[src/rtl/score_keeper_if.sv]
// rtl/score_keeper_if.sv - hit event handshake between judgement logic and score_keeper
interface score_keeper_if;
  logic       hit_valid;
  logic [1:0] hit_grade;
  logic       hit_ready;

  modport master (output hit_valid, output hit_grade, input hit_ready);
  modport slave  (input hit_valid, input hit_grade, output hit_ready);
endinterface

[src/rtl/score_keeper.sv]
// rtl/score_keeper.sv - digit-serial BCD score accumulator with combo count for the 7-seg display
// Optional macro SCORE_KEEPER_COMBO_BONUS_EN: +1 point on non-miss hits once combo reaches 10.
module score_keeper #(
  parameter logic [3:0] PT_GOOD    = 4'd1,
  parameter logic [3:0] PT_GREAT   = 4'd2,
  parameter logic [3:0] PT_PERFECT = 4'd3
) (
  input  logic                 clk,
  input  logic                 rst,
  input  logic                 clear,
  score_keeper_if.slave        hit,
  output logic [15:0]          num,
  output logic [7:0]           combo,
  output logic                 sat
);

  typedef enum logic {IDLE, ADD} state_t;

  state_t      state, state_next;
  logic [4:0]  remaining, remaining_next;
  logic [15:0] num_next, num_inc;
  logic [7:0]  combo_next, combo_inc;
  logic [4:0]  pts, bonus;
  logic        ready_q, accept;

  function automatic logic [15:0] bcd_inc16(input logic [15:0] v);
    logic [15:0] r;
    logic        c;
    r = v;
    c = 1'b1;
    for (int i = 0; i < 4; i++) begin
      if (c) begin
        if (v[4*i +: 4] == 4'd9) begin
          r[4*i +: 4] = 4'd0;
        end else begin
          r[4*i +: 4] = v[4*i +: 4] + 4'd1;
          c = 1'b0;
        end
      end
    end
    return r;
  endfunction

  assign hit.hit_ready = ready_q;
  assign accept        = hit.hit_valid && ready_q;
  assign num_inc       = bcd_inc16(num);

  // Combo saturates at 99 rather than wrapping.
  always_comb begin
    combo_inc = combo;
    if (combo != 8'h99) begin
      if (combo[3:0] == 4'd9) combo_inc = {combo[7:4] + 4'd1, 4'd0};
      else                    combo_inc = {combo[7:4], combo[3:0] + 4'd1};
    end
  end

  always_comb begin
    pts = 5'd0;
    case (hit.hit_grade)
      2'd1:    pts = {1'b0, PT_GOOD};
      2'd2:    pts = {1'b0, PT_GREAT};
      2'd3:    pts = {1'b0, PT_PERFECT};
      default: pts = 5'd0;
    endcase
`ifdef SCORE_KEEPER_COMBO_BONUS_EN
    bonus = (combo_inc[7:4] != 4'd0) ? 5'd1 : 5'd0;
`else
    bonus = 5'd0;
`endif
  end

  always_comb begin
    state_next     = state;
    remaining_next = remaining;
    num_next       = num;
    combo_next     = combo;
    if (clear) begin
      state_next     = IDLE;
      remaining_next = 5'd0;
      num_next       = 16'h0000;
      combo_next     = 8'h00;
    end else begin
      case (state)
        IDLE: begin
          if (accept) begin
            if (hit.hit_grade == 2'd0) begin
              combo_next = 8'h00;
            end else begin
              combo_next     = combo_inc;
              remaining_next = pts + bonus;
              state_next     = ADD;
            end
          end
        end
        ADD: begin
          // At 9999 the step still consumes a cycle so ADD length stays fixed.
          if (num != 16'h9999) num_next = num_inc;
          remaining_next = remaining - 5'd1;
          if (remaining == 5'd1) state_next = IDLE;
        end
        default: state_next = IDLE;
      endcase
    end
  end

  always_ff @(posedge clk or posedge rst) begin
    if (rst) state <= IDLE;
    else     state <= state_next;
  end

  always_ff @(posedge clk or posedge rst) begin
    if (rst) begin
      remaining <= 5'd0;
      num       <= 16'h0000;
      combo     <= 8'h00;
      sat       <= 1'b0;
      ready_q   <= 1'b1;
    end else begin
      remaining <= remaining_next;
      num       <= num_next;
      combo     <= combo_next;
      sat       <= (num_next == 16'h9999);
      ready_q   <= (state_next == IDLE);
    end
  end

endmodule

[src/flat_wrapper.sv]
// flat-port wrapper written by rule: the top's interface ports become plain ports
module score_keeper_flat 
#(
  parameter logic [3:0] PT_GOOD    = 4'd1,
  parameter logic [3:0] PT_GREAT   = 4'd2,
  parameter logic [3:0] PT_PERFECT = 4'd3
)
  (clk, rst, clear, num, combo, sat, hit_hit_valid, hit_hit_grade, hit_hit_ready);
  score_keeper_if hit_i ();
  input  logic clk;
  input  logic rst;
  input  logic clear;
  output logic [15:0] num;
  output logic [7:0] combo;
  output logic sat;
  input wire logic [$bits(hit_i.hit_valid)-1:0] hit_hit_valid;
  input wire logic [$bits(hit_i.hit_grade)-1:0] hit_hit_grade;
  output wire logic [$bits(hit_i.hit_ready)-1:0] hit_hit_ready;
  assign hit_i.hit_valid = hit_hit_valid;
  assign hit_i.hit_grade = hit_hit_grade;
  assign hit_hit_ready = hit_i.hit_ready;
  score_keeper #(.PT_GOOD(PT_GOOD), .PT_GREAT(PT_GREAT), .PT_PERFECT(PT_PERFECT)) u_core (.clk(clk), .rst(rst), .clear(clear), .hit(hit_i), .num(num), .combo(combo), .sat(sat));
endmodule
[config.mk]
export PLATFORM = sky130hd
export DESIGN_NAME = score_keeper_flat
export DESIGN_NICKNAME = d
export VERILOG_FILES = /design/src/rtl/score_keeper_if.sv /design/src/rtl/score_keeper.sv /design/src/flat_wrapper.sv
export SDC_FILE = /design/constraint.sdc
export NUM_CORES = 1
export LEC_CHECK = 0
export ABC_AREA = 1
export CAP_MARGIN = 20
export CORE_ASPECT_RATIO = 0.9
export CORE_MARGIN = 5
export CORE_UTILIZATION = 40
export CTS_BUF_LIST = sky130_fd_sc_hd__clkbuf_4 sky130_fd_sc_hd__clkbuf_8
export DETAILED_ROUTE_END_ITERATION = 8
export DONT_BUFFER_PORTS = 1
export PLACE_DENSITY_LB_ADDON = 0.15
export SLEW_MARGIN = 25
export SYNTH_ARGS = -nofsm -noshare
export SYNTH_HDL_FRONTEND = slang
export SYNTH_SLANG_ARGS = --single-unit
[constraint.sdc]
create_clock -name clk -period 4.14 [get_ports clk]
set_input_delay 0.207 -clock clk [delete_from_list [all_inputs] [get_ports clk]]
set_output_delay 0.207 -clock clk [all_outputs]
set_load 0.1 [all_outputs]
==> results <==
- In this run the worst path has a maximum fanout of 5.
- After clock tree synthesis, the clock-pin slew on the worst setup and hold paths is 0.07 ns.
- Summing over every cut layer, the via total after detailed routing is 1769.
- The share of post-route cells with drive strength above 1 is 0.156.
- STA classifies the critical path endpoint as a flop.
- The number of maximum-capacitance constraint violations is 0.
- The reg-to-reg critical path endpoint is u_core.sat$_DFF_PP0_.
- The first detailed-routing pass ran for 4 iterations.
- Setup repair after global routing left no endpoint under its margin.
- The average routed wire per standard cell is 13.3 um.
- The count of standard-cell rows is 24.
- The average footprint of a synthesized cell is 7.72 um^2.
- The share of async-settable or async-resettable flops after synthesis is 1.00.
- The number of endpoints with negative hold slack in the final report is 0.
- Measured against its own limit, the worst slew margin works out to 0.305.
- The worst hold path class is input pin to flop.
- In this run the worst setup path begins at u_core.num[13]$_DFF_PP0_.
- The critical path goes through inv_1 > ha_1 > nand3_1 > inv_1 > nand3_2 > nand2_1 > nand2_1 > nand2_1 > nor2_1 > nand2_1 > nor2_1 > nand3_1 > nor2_1.
- The count of buffers added on input and output ports is 0.
- The initial antenna violation count is 0.
- The worst hold path terminates at u_core.hit.hit_ready$_DFF_PP1_.
- The number of flops mapped to enable cells by yosys is 0.
- In this run the clock root is driven by a clkbuf_8.
- The routed wire length is 4700 um.
- The count of synthesis-stage warnings from yosys is 0.
- Including well taps, the total number of placed cells is 343.
- The clock latency of the later-clocked register in the worst-skew pair is 0.29 ns.
- After legalization and detailed placement, the total HPWL measured 3560 um.
- The number of buffers inserted during clock tree synthesis is 5.
- The distinct cell type count of the synthesized netlist is 36.
- The smallest clock period supported by the final layout is computed as 2.53 ns.
- The cell area after technology mapping is 2070 um^2.
- The number of buffers on the longest clock path is 2.
- The library cell used most frequently in the layout, excluding fill and tap cells, is nand2_1.
- In the final design database the tool counted 308 nets.
- Power spread over the standard cell area amounts to 374 nW/um^2.
- The logic depth of the worst register-to-register path is 13.
- In the global route stage, overall resource usage came out at 0.150.
- The worst hold path passes through 2 cells.
- In this design, the critical path's most frequently occurring cell is nand2_1.
- The total of endpoints with negative setup slack in the final report is 0.
- The critical path arrival is 2.76 ns.
- The total overflow reported by the global router is 0.
- The area growth from synthesis to layout is 15.8%.
- During I/O placement, the number of pins put on the boundary was 32.
- The number of nets with antenna violations after routing is 0.
- TritonCTS built the clock tree.
- The congestion estimate from routability-driven global placement came to 0.776.
- The total power draw is 0.000897 W.
- For this run, the leading register cell type out of synthesis is dfrtp_1.
- The actual transition at the worst max-transition pin is 1.04 ns.
- The stage delay of the slowest cell on the critical path is 0.96 ns.
- The worst flop-to-flop path startpoint is u_core.num[13]$_DFF_PP0_.
- The initial cell density of the core is 0.420.
- The type of element launching the critical path is a flop.
- CTS saw 32 sinks.
- Of the synthesized area, sequential elements account for 0.388.
- The maximum VDD drop is 176 uV.
- The data required time of the critical path is 4.37 ns.
- The number of post-CTS setup repair buffers is 0.
- The number of nets produced by synthesis is 288.
- The analysis attributes to cell leakage a power of 1.19 nW.
- The reg-to-reg setup timing slack is 1.61 ns.
- The area of the die is 6710 um^2.
- The final standard cell count with taps included and fillers excluded is 354.
- The count of pins over their slew limit is 0.
- In the finished design, the share of the clock period the worst path needs comes to 0.611.
- The startpoint identified for the worst hold timing path is clear.
- Synthesis produced a netlist whose cell count is 268.
- From bottom edge to top edge, the die measures 78.2 um.
- The violation count after the first detailed-route iteration is 111.
- The via density per instance is 5.00.
- After floorplanning, the core was sized to cover 4920 um^2.
- The total inserted antenna cells is 0.
- The aggregate negative setup slack is 0 ns.
- The first global-routing pass estimated 7910 um of wire.
- The width of the chip is 85.8 um.
- The pin count of the biggest net entering global routing is 33.
- After clock tree synthesis, the repair step resized 0 gates.
- Leaving out fill and tap cells, the most frequent cells in the layout are nand2_1, inv_1, dfrtp_1.
- The residual DRC count is 0.
- The worst setup skew after layout is 0.00884 ns.
- The deepest level of the CTS H-tree is 2.
- The slowest stage of the critical path belongs to the cell dfrtp_1.
- The maximum clock rate is 0.395 GHz.
- The flow ran to the end, and the final reports show no timing, DRC or antenna violations.
- By startpoint and endpoint, the worst setup path is classified as flop to flop.
- The number of global-route vias before repair came to 1689.
- The post-synthesis sequential element count is 32.
==> where the power goes <==
group	internal, W	switching, W	total [W]
Sequential	0.000331	0.0000480	0.000379
Combinational	0.0000485	0.000137	0.000185
Clock	0.000212	0.000120	0.000333
==> stage by stage <==
| stage | hold slack [ns] | setup slack (ns) | util | area [um^2] |
|---|---|---|---|---|
| floorplan | 0.269 | 1.72 | - | 2070 |
| global placement | 0.219 | 1.68 | 0.455 | 2240 |
| detailed placement | 0.218 | 1.62 | 0.455 | 2240 |
| CTS | 0.00602 | 1.59 | 0.485 | 2390 |
| global route | 0.0735 | 1.40 | 0.487 | 2400 |
| finish | 0.0549 | 1.61 | 0.487 | 2400 |
==> how the worst max path moves through the flow <==
stage,to,slack (ns),depth (start not counted)
detailed placement,u_core.sat$_DFF_PP0_,1.62,13
global route,u_core.sat$_DFF_PP0_,1.40,13
global placement,u_core.sat$_DFF_PP0_,1.68,11
CTS,u_core.sat$_DFF_PP0_,1.59,13
finish,u_core.sat$_DFF_PP0_,1.61,13
floorplan,u_core.sat$_DFF_PP0_,1.72,10
==> sequential cells by signal (all words and copies together) (netlist names) <==
name / flops
u_core.combo: 8
u_core.hit.hit_ready: 1
u_core.num: 16
u_core.remaining: 5
u_core.sat: 1
u_core.state: 1
==> kinds of logic (layout without fill, tap and decap cells) <==
family                     Yosys count  count (layout)  share of synthesized area
xor gates and xnor gates             4               4                     0.0169
AOI/OAI and AO/OA                   29              29                     0.0871
buffers and inverters               47              68                     0.0858
and+or+nand+nor                    142             142                      0.338
adders and majority gates           14              14                     0.0846
DFF                                 32              32                      0.388
==> what timing repair did <==
item                                    CTS  global route
hold buffers                              2             1
endpoints found under the setup margin    0             0
hold endpoints to repair                 34             1
==> worst max-delay path: cells and delay by family (launching register included) <==
family	cells	cell delay (ns)
adders and majority gates	1	0.23
buffers and inverters	2	0.28
DFF	1	0.96
and+or+nand+nor	10	0.99
==> metal layers <==
layer,track usage,wire [um],vias up
met5,0,0,-
met4,0.0712,95,0
met3,0.0429,319,8
met2,0.226,2060,41
met1,0.198,2230,819
li1,-,-,901
==> synth_stat cells (2+ instances only) <==
master	instances	area (um^2)
nand4_1	4	25.0
a21oi_1	3	15.0
nand2_1	56	210
nor2_2	4	25.0
nor3_1	4	20.0
nand3_2	3	30.0
or2_2	2	12.5
nor2_1	27	101
xor2_1	3	26.3
inv_1	42	158
o22ai_1	4	25.0
nor2_4	3	33.8
o21ai_0	13	65.1
dfrtp_1	31	776
o32ai_1	2	17.5
nand2_2	3	18.8
nand3_1	29	145
ha_1	14	175
clkbuf_1	3	11.3
o211ai_1	2	15.0
==> layout make-up <==
class                           count  area, um^2
Clock buffer                        7        96.3
Clock inverter                      1        30.0
Fill cell                         511        2530
Inverter                           43         161
Multi-Input combinational cell    189        1090
Sequential cell                    32         803
Tap cell                           65        81.3
Timing Repair Buffer               17         135
Power figures use the tool's default switching activity.
